File: config.mk
export PLATFORM = sky130hd
export DESIGN_NAME = wfr_sample_packer_flat
export DESIGN_NICKNAME = d
export VERILOG_FILES = /design/src/rtl/wfr_sample_packer_if.sv /design/src/rtl/wfr_sample_packer.sv /design/src/flat_wrapper.sv
export SDC_FILE = /design/constraint.sdc
export NUM_CORES = 1
export LEC_CHECK = 0
export BUFFER_PORTS_ARGS = -buffer_cell sky130_fd_sc_hd__buf_2
export CAP_MARGIN = 20
export CORE_MARGIN = 1.5
export CORE_UTILIZATION = 40
export CTS_CLUSTER_DIAMETER = 60
export CTS_CLUSTER_SIZE = 20
export DETAILED_ROUTE_END_ITERATION = 7
export GPL_TIMING_DRIVEN = 0
export PLACE_DENSITY = 0.69
export SYNTH_ARGS = -nofsm -noshare
export SYNTH_HDL_FRONTEND = slang
export SYNTH_HIERARCHICAL = 1
export SYNTH_SLANG_ARGS = --single-unit
File: constraint.sdc
create_clock -name clk -period 2.3 [get_ports clk]
set_input_delay 0.23 -clock clk [delete_from_list [all_inputs] [get_ports clk]]
set_output_delay 0.23 -clock clk [all_outputs]
set_load 0.03 [all_outputs]
File: src/rtl/wfr_sample_packer_if.sv
// Sample-in / packed-word-out bundle between a sample source and wfr_sample_packer.
// The master drives samples and control; the slave (the packer) returns packed words.
interface wfr_sample_packer_if #(
  parameter int SAMPLE_WIDTH    = 32,
  parameter int LANES           = 4,
  parameter int DECIM_WIDTH     = 16,
  parameter int TIMESTAMP_WIDTH = 64
);
  localparam int DATA_WIDTH = SAMPLE_WIDTH * LANES;

  logic                       enable;
  logic [DECIM_WIDTH-1:0]     decimFactor;
  logic [SAMPLE_WIDTH-1:0]    sampleIn;
  logic                       sampleValid;
  logic [7:0]                 triggersIn;
  logic [TIMESTAMP_WIDTH-1:0] timestampIn;
  logic [DATA_WIDTH-1:0]      dataOut;
  logic                       validOut;
  logic [7:0]                 triggersOut;
  logic [TIMESTAMP_WIDTH-1:0] timestampOut;

  modport master (
    output enable, decimFactor, sampleIn, sampleValid, triggersIn, timestampIn,
    input  dataOut, validOut, triggersOut, timestampOut
  );

  modport slave (
    input  enable, decimFactor, sampleIn, sampleValid, triggersIn, timestampIn,
    output dataOut, validOut, triggersOut, timestampOut
  );
endinterface

File: src/rtl/wfr_sample_packer.sv
// Decimates a narrow sample stream and packs LANES accepted samples into one wide word,
// with a lane-0 timestamp and the OR of triggers seen over the word's window.

module wfr_sample_lane #(
  parameter int W = 32
) (
  input  logic         clk,
  input  logic         rstN,
  input  logic         clr,
  input  logic         we,
  input  logic [W-1:0] din,
  output logic [W-1:0] q
);
  logic [W-1:0] lane_d, lane_q;

  always_comb begin
    lane_d = lane_q;
    if (clr)     lane_d = '0;
    else if (we) lane_d = din;
  end

  always_ff @(posedge clk or negedge rstN) begin
    if (!rstN) lane_q <= '0;
    else       lane_q <= lane_d;
  end

  assign q = lane_q;
endmodule

module wfr_sample_packer #(
  parameter int SAMPLE_WIDTH    = 32,
  parameter int LANES           = 4,
  parameter int DECIM_WIDTH     = 16,
  parameter int TIMESTAMP_WIDTH = 64
) (
  input  logic               clk,
  input  logic               rstN,
  wfr_sample_packer_if.slave bus
);
  localparam int DATA_WIDTH = SAMPLE_WIDTH * LANES;
  localparam int LANE_W     = $clog2(LANES);

  logic [DECIM_WIDTH-1:0]     decim_cnt_q, decim_cnt_d;
  logic [DECIM_WIDTH-1:0]     decim_factor_q, decim_factor_d;
  logic [LANE_W-1:0]          lane_cnt_q, lane_cnt_d;
  logic [7:0]                 trig_acc_q, trig_acc_d;
  logic [7:0]                 trig_out_q, trig_out_d;
  logic [TIMESTAMP_WIDTH-1:0] ts_cap_q, ts_cap_d;
  logic [TIMESTAMP_WIDTH-1:0] ts_out_q, ts_out_d;
  logic [DATA_WIDTH-1:0]      data_out_q, data_out_d;
  logic                       valid_q, valid_d;

  logic                                accept;
  logic                                last_lane;
  logic [LANES-2:0]                    lane_we;
  logic [LANES-2:0][SAMPLE_WIDTH-1:0]  lane_q;

  assign accept    = bus.enable && bus.sampleValid && (decim_cnt_q == '0);
  assign last_lane = (lane_cnt_q == LANE_W'(LANES - 1));

  // The top lane is never stored: it goes straight from sampleIn into dataOut.
  for (genvar i = 0; i < LANES - 1; i++) begin : g_lane
    assign lane_we[i] = accept && (lane_cnt_q == LANE_W'(i));

    wfr_sample_lane #(.W(SAMPLE_WIDTH)) u_lane (
      .clk  (clk),
      .rstN (rstN),
      .clr  (!bus.enable),
      .we   (lane_we[i]),
      .din  (bus.sampleIn),
      .q    (lane_q[i])
    );
  end

  always_comb begin
    decim_cnt_d    = decim_cnt_q;
    decim_factor_d = decim_factor_q;
    lane_cnt_d     = lane_cnt_q;
    trig_acc_d     = trig_acc_q;
    trig_out_d     = trig_out_q;
    ts_cap_d       = ts_cap_q;
    ts_out_d       = ts_out_q;
    data_out_d     = data_out_q;
    valid_d        = 1'b0;

    if (!bus.enable) begin
      // Idle: re-arm from scratch and track the requested ratio.
      decim_factor_d = bus.decimFactor;
      decim_cnt_d    = '0;
      lane_cnt_d     = '0;
      trig_acc_d     = '0;
    end else begin
      trig_acc_d = trig_acc_q | bus.triggersIn;
      if (bus.sampleValid)
        decim_cnt_d = (decim_cnt_q == decim_factor_q) ? '0 : decim_cnt_q + 1'b1;
      if (accept) begin
        if (lane_cnt_q == '0) ts_cap_d = bus.timestampIn;
        if (last_lane) begin
          lane_cnt_d = '0;
          valid_d    = 1'b1;
          data_out_d = {bus.sampleIn, lane_q};
          trig_out_d = trig_acc_q | bus.triggersIn;
          trig_acc_d = '0;
          ts_out_d   = ts_cap_q;
        end else begin
          lane_cnt_d = lane_cnt_q + 1'b1;
        end
      end
    end
  end

  always_ff @(posedge clk or negedge rstN) begin
    if (!rstN) begin
      decim_cnt_q    <= '0;
      decim_factor_q <= '0;
      lane_cnt_q     <= '0;
      trig_acc_q     <= '0;
      trig_out_q     <= '0;
      ts_cap_q       <= '0;
      ts_out_q       <= '0;
      data_out_q     <= '0;
      valid_q        <= 1'b0;
    end else begin
      decim_cnt_q    <= decim_cnt_d;
      decim_factor_q <= decim_factor_d;
      lane_cnt_q     <= lane_cnt_d;
      trig_acc_q     <= trig_acc_d;
      trig_out_q     <= trig_out_d;
      ts_cap_q       <= ts_cap_d;
      ts_out_q       <= ts_out_d;
      data_out_q     <= data_out_d;
      valid_q        <= valid_d;
    end
  end

  assign bus.dataOut      = data_out_q;
  assign bus.validOut     = valid_q;
  assign bus.triggersOut  = trig_out_q;
  assign bus.timestampOut = ts_out_q;
endmodule

File: src/flat_wrapper.sv
// flat-port wrapper written by rule: the top's interface ports become plain ports
module wfr_sample_packer_flat 
#(
  parameter int SAMPLE_WIDTH    = 32,
  parameter int LANES           = 4,
  parameter int DECIM_WIDTH     = 16,
  parameter int TIMESTAMP_WIDTH = 64
)
  (clk, rstN, bus_enable, bus_decimFactor, bus_sampleIn, bus_sampleValid, bus_triggersIn, bus_timestampIn, bus_dataOut, bus_validOut, bus_triggersOut, bus_timestampOut);
  wfr_sample_packer_if #(.SAMPLE_WIDTH(SAMPLE_WIDTH), .LANES(LANES), .DECIM_WIDTH(DECIM_WIDTH), .TIMESTAMP_WIDTH(TIMESTAMP_WIDTH)) bus_i ();
  input  logic clk;
  input  logic rstN;
  input wire logic [$bits(bus_i.enable)-1:0] bus_enable;
  input wire logic [$bits(bus_i.decimFactor)-1:0] bus_decimFactor;
  input wire logic [$bits(bus_i.sampleIn)-1:0] bus_sampleIn;
  input wire logic [$bits(bus_i.sampleValid)-1:0] bus_sampleValid;
  input wire logic [$bits(bus_i.triggersIn)-1:0] bus_triggersIn;
  input wire logic [$bits(bus_i.timestampIn)-1:0] bus_timestampIn;
  output wire logic [$bits(bus_i.dataOut)-1:0] bus_dataOut;
  output wire logic [$bits(bus_i.validOut)-1:0] bus_validOut;
  output wire logic [$bits(bus_i.triggersOut)-1:0] bus_triggersOut;
  output wire logic [$bits(bus_i.timestampOut)-1:0] bus_timestampOut;
  assign bus_i.enable = bus_enable;
  assign bus_i.decimFactor = bus_decimFactor;
  assign bus_i.sampleIn = bus_sampleIn;
  assign bus_i.sampleValid = bus_sampleValid;
  assign bus_i.triggersIn = bus_triggersIn;
  assign bus_i.timestampIn = bus_timestampIn;
  assign bus_dataOut = bus_i.dataOut;
  assign bus_validOut = bus_i.validOut;
  assign bus_triggersOut = bus_i.triggersOut;
  assign bus_timestampOut = bus_i.timestampOut;
  wfr_sample_packer #(.SAMPLE_WIDTH(SAMPLE_WIDTH), .LANES(LANES), .DECIM_WIDTH(DECIM_WIDTH), .TIMESTAMP_WIDTH(TIMESTAMP_WIDTH)) u_core (.clk(clk), .rstN(rstN), .bus(bus_i));
endmodule
==> impl_metrics.csv <==
group,metric,value,unit
synth,syn_inst,1510,
layout,drive_above_1_share,0.2726,
power_and_ir_drop,leakage,0.01148,uW
power_and_ir_drop,switchingPower,4309,uW
power_and_ir_drop,irDropWorstVdd,492.8,uV
clocking,cts-root-buf,"clkbuf_16",
clocking,clkSinkCount,403,
setup_path,path_class,"reg2reg",
place,globalplace.congestion,0.8686,
synth,yosysUniqueCellTypes,38,
floorplanning,die-width,205.5,um
clocking,cts_buffer_depth,3,
routing,vias_per_cell,4.817,
routing,wl_per_cell,17.35,um
routing,vias,12322,
setup_path,worstPathArrival,2.66,ns
layout,regArea,10090,um2
setup_path,endpoint_kind,"register",
floorplanning,core_area,40100,um2
status,status,"complete, no violations",
layout,fill_cells,3462,
place,place_area,18770,um2
setup_path,start_kind,"register",
global_routing,antenna_found_initial,0,
floorplanning,io-pin-count,325,
place,dp_hpwl,30.60,mm
synth,yosysWarnings,6,
timing,period_minus_slack,2.225,ns
setup_path,timing.rr.start,"u_core/decim_cnt_q[10]",
synth,yosysSeqAreaShare,0.6150,
worst_hold_path,min_path_type,"in2reg",
timing,final_max_slew_viol_count,0,
routing,drt_wl_total,44.39,mm
timing,worst_pin_slew,0.8148,ns
setup_path,ff2ff_setup_slack,0.07,ns
global_routing,gr-total-overflow,0,
timing,maxSlewHeadroom,0.4568,
layout,final_nets,2135,
floorplanning,chipHeight,205.5,um
floorplanning,rows,73,
routing,drc_errors,0,
setup_path,required,2.73,ns
setup_path,cp_max_fo,10,
timing,max_freq,449.4,MHz
synth,syn-num-nets,1640,
routing,drtIter0Drc,759,
synth,synth_area,16400,um2
synth,syn_area_per_cell,10.86,um2
clocking,clock_latency,0.55,ns
place,port_buffers,322,
routing,dr.pass1.iters,5,
worst_hold_path,hold_start,"bus_sampleValid",
power_and_ir_drop,seq_power_share,0.489,
timing,timing.hold.ws,0.03756,ns
layout,syn_to_final_growth,30.52,%
power_and_ir_drop,p_int,11980,uW
floorplanning,initial_core_util,0.4090,
clocking,clk_pin_slew,0.08,ns
global_routing,grt_pass1_wl,69.41,mm
global_routing,grt_max_degree,113,
power_and_ir_drop,power_frac_clock,0.385,
timing,period_share,0.9674,
power_and_ir_drop,comb_power_share,0.126,
power_and_ir_drop,power.density,760.9,nW/um2
clocking,cts_tree,"done",
worst_hold_path,whs_path_depth,2,
worst_hold_path,hold_end,"u_core/decim_cnt_q[7]",
flow_run,maxCapViolCount,0,
synth,ys_ff_latch,403,
global_routing,grt_pass1_vias,12640,
clocking,cts_buffers,35,
layout,multi_input_area,5662,um2
routing,ant_nets,0,
clocking,htreeDepth,2,
setup_path,r2r_cells,7,
timing,hold_viol_final,0,
setup_path,r2r_end,"u_core/bus.timestampOut[39]",
layout,finalInstanceArea,21400,um2
power_and_ir_drop,switching_share,0.2646,
timing,worst_clock_skew,0.01899,ns
floorplanning,dieArea,42220,um2
global_routing,track_usage,0.2111,
timing,final-setup-viol-count,0,
==> layer usage <==
layer  track usage  vias up  wire length, um
li1              -     5833                -
met1        0.2808     6085            19370
met2        0.3494      323            21700
met3       0.02867       81             1875
met4       0.08316        0             1446
met5             0        -                0
==> cell usage in the layout, fill, tap and decap left out, types with 6 or more instances in the layout <==
cell type      count
dfrtp_1          401
dlygate4sd3_1    121
mux2_2            20
buf_2            336
inv_6              9
buf_4             24
nand2_1          591
mux2_4            60
xor2_1            16
nor3_1             6
buf_12            15
nor2_1           131
a21oi_1           13
a31oi_1           13
nand3_1            9
o21ai_0            7
buf_6              6
clkbuf_2          11
clkbuf_1          27
mux2i_1           95
clkbuf_16         36
nand4_1            6
==> how the worst max path moves through the flow <==
stage	start	end	slack, ns	cells after the start
finish	u_core/decim_cnt_q[10]	u_core/bus.timestampOut[39]	0.07	7
global route	u_core/decim_cnt_q[0]	u_core/bus.timestampOut[39]	-0.01	10
CTS	u_core/decim_cnt_q[0]	u_core/trig_acc_q[4]	0.001	8
detailed placement	u_core/decim_cnt_q[0]	u_core/bus.dataOut[124]	-0.26	9
global placement	rstN	u_core/bus.timestampOut[33]	-6.76	1
floorplan	u_core/decim_cnt_q[12]	u_core/g_lane[0].u_lane/q[0]	0.31	9
==> through the flow <==
step            TNS, ns  power [uW]    util  instances  worst slack [ns]
6_report              0       16290  0.5338       2558           0.07490
5_1_grt        -0.01890       16940  0.5337       2557          -0.01276
4_1_cts               0       16420  0.5294       2546          0.001258
3_5_place_dp     -28.02        9941  0.4682       2361           -0.2634
3_3_place_gp   -2723.89        9852  0.4655       2357            -6.757
2_1_floorplan         0        9238       -       1510            0.3093
==> power groups by stage <==
| stage | clock network [uW] | registers (uW) | logic [uW] |
|---|---|---|---|
| global placement | 0 | 8060 | 1790 |
| finish | 6270 | 7960 | 2060 |
| global route | 6690 | 8030 | 2220 |
| detailed placement | 0 | 8080 | 1860 |
| floorplan | 0 | 8290 | 945 |
| CTS | 6430 | 7950 | 2040 |
==> Yosys cell counts, drive strengths merged <==
cell	number	area (um2)
nand3	9	45.04
ha	6	75.07
nor2	132	495.5
mux2i	98	980.9
o2111a	1	11.26
clkbuf	36	135.1
and2	6	37.54
a211o	1	8.760
clkinv	1	3.750
xor2	16	140.1
nand2	592	2222
dfrtp	403	10080
mux2	80	1126
or3	1	6.260
and4	1	8.760
xnor2	1	8.760
o211ai	1	7.510
nand4	6	37.54
and3	5	31.28
o31ai	1	7.510
nor4	6	43.79
o21ai	7	35.03
buf	51	550.5
a21oi	13	65.06
nor3	6	30.03
nor4b	4	41.29
nand3b	5	37.54
and3b	2	17.52
inv	6	22.52
a31oi	13	81.33
==> final cells by class <==
cell class / count / share of cell area
antenna: 1 / 0.0001169
buffer: 84 / 0.03344
clock buffer: 41 / 0.04197
clock inverter: 23 / 0.01409
inverter: 7 / 0.001228
multi-input combinational: 1013 / 0.2645
sequential: 403 / 0.4713
tap: 525 / 0.03069
timing repair buffer: 461 / 0.1426
==> kinds of logic after synthesis <==
group           Yosys count  synth area share
compound gates           37           0.01320
simple gates            775            0.1863
buf+inv                  94           0.04341
mux                     178            0.1285
fa+ha+maj                 6          0.004578
flops                   403            0.6150
xor+xnor                 17          0.009080
==> critical path: stages, from the launching register on <==
cell	delay [ns]
dfrtp_1	0.45
or3_1	0.46
and3b_2	0.27
nand3_1	0.17
buf_2	0.30
clkbuf_2	0.25
nand2_1	0.12
nand2_1	0.08
==> sequential cells by signal, indices dropped and copies added (netlist names) <==
signal and count:
u_core/bus.dataOut 128, u_core/bus.timestampOut 64, u_core/bus.triggersOut 8, u_core/bus.validOut 1, u_core/decim_cnt_q 16, u_core/decim_factor_q 16, u_core/g_lane.u_lane/q 96, u_core/lane_cnt_q 2
u_core/trig_acc_q 8, u_core/ts_cap_q 64
==> what timing repair did <==
action / CTS / global route
endpoints found under the hold margin: 273 / 0
hold buffers: 121 / 0
pin swaps: 0 / 5
endpoints found under the setup margin: 305 / 306
resized for setup: 18 / 22
buffers inserted: 0 / 13
cloned: 0 / 1
Power figures use the tool's default switching activity.
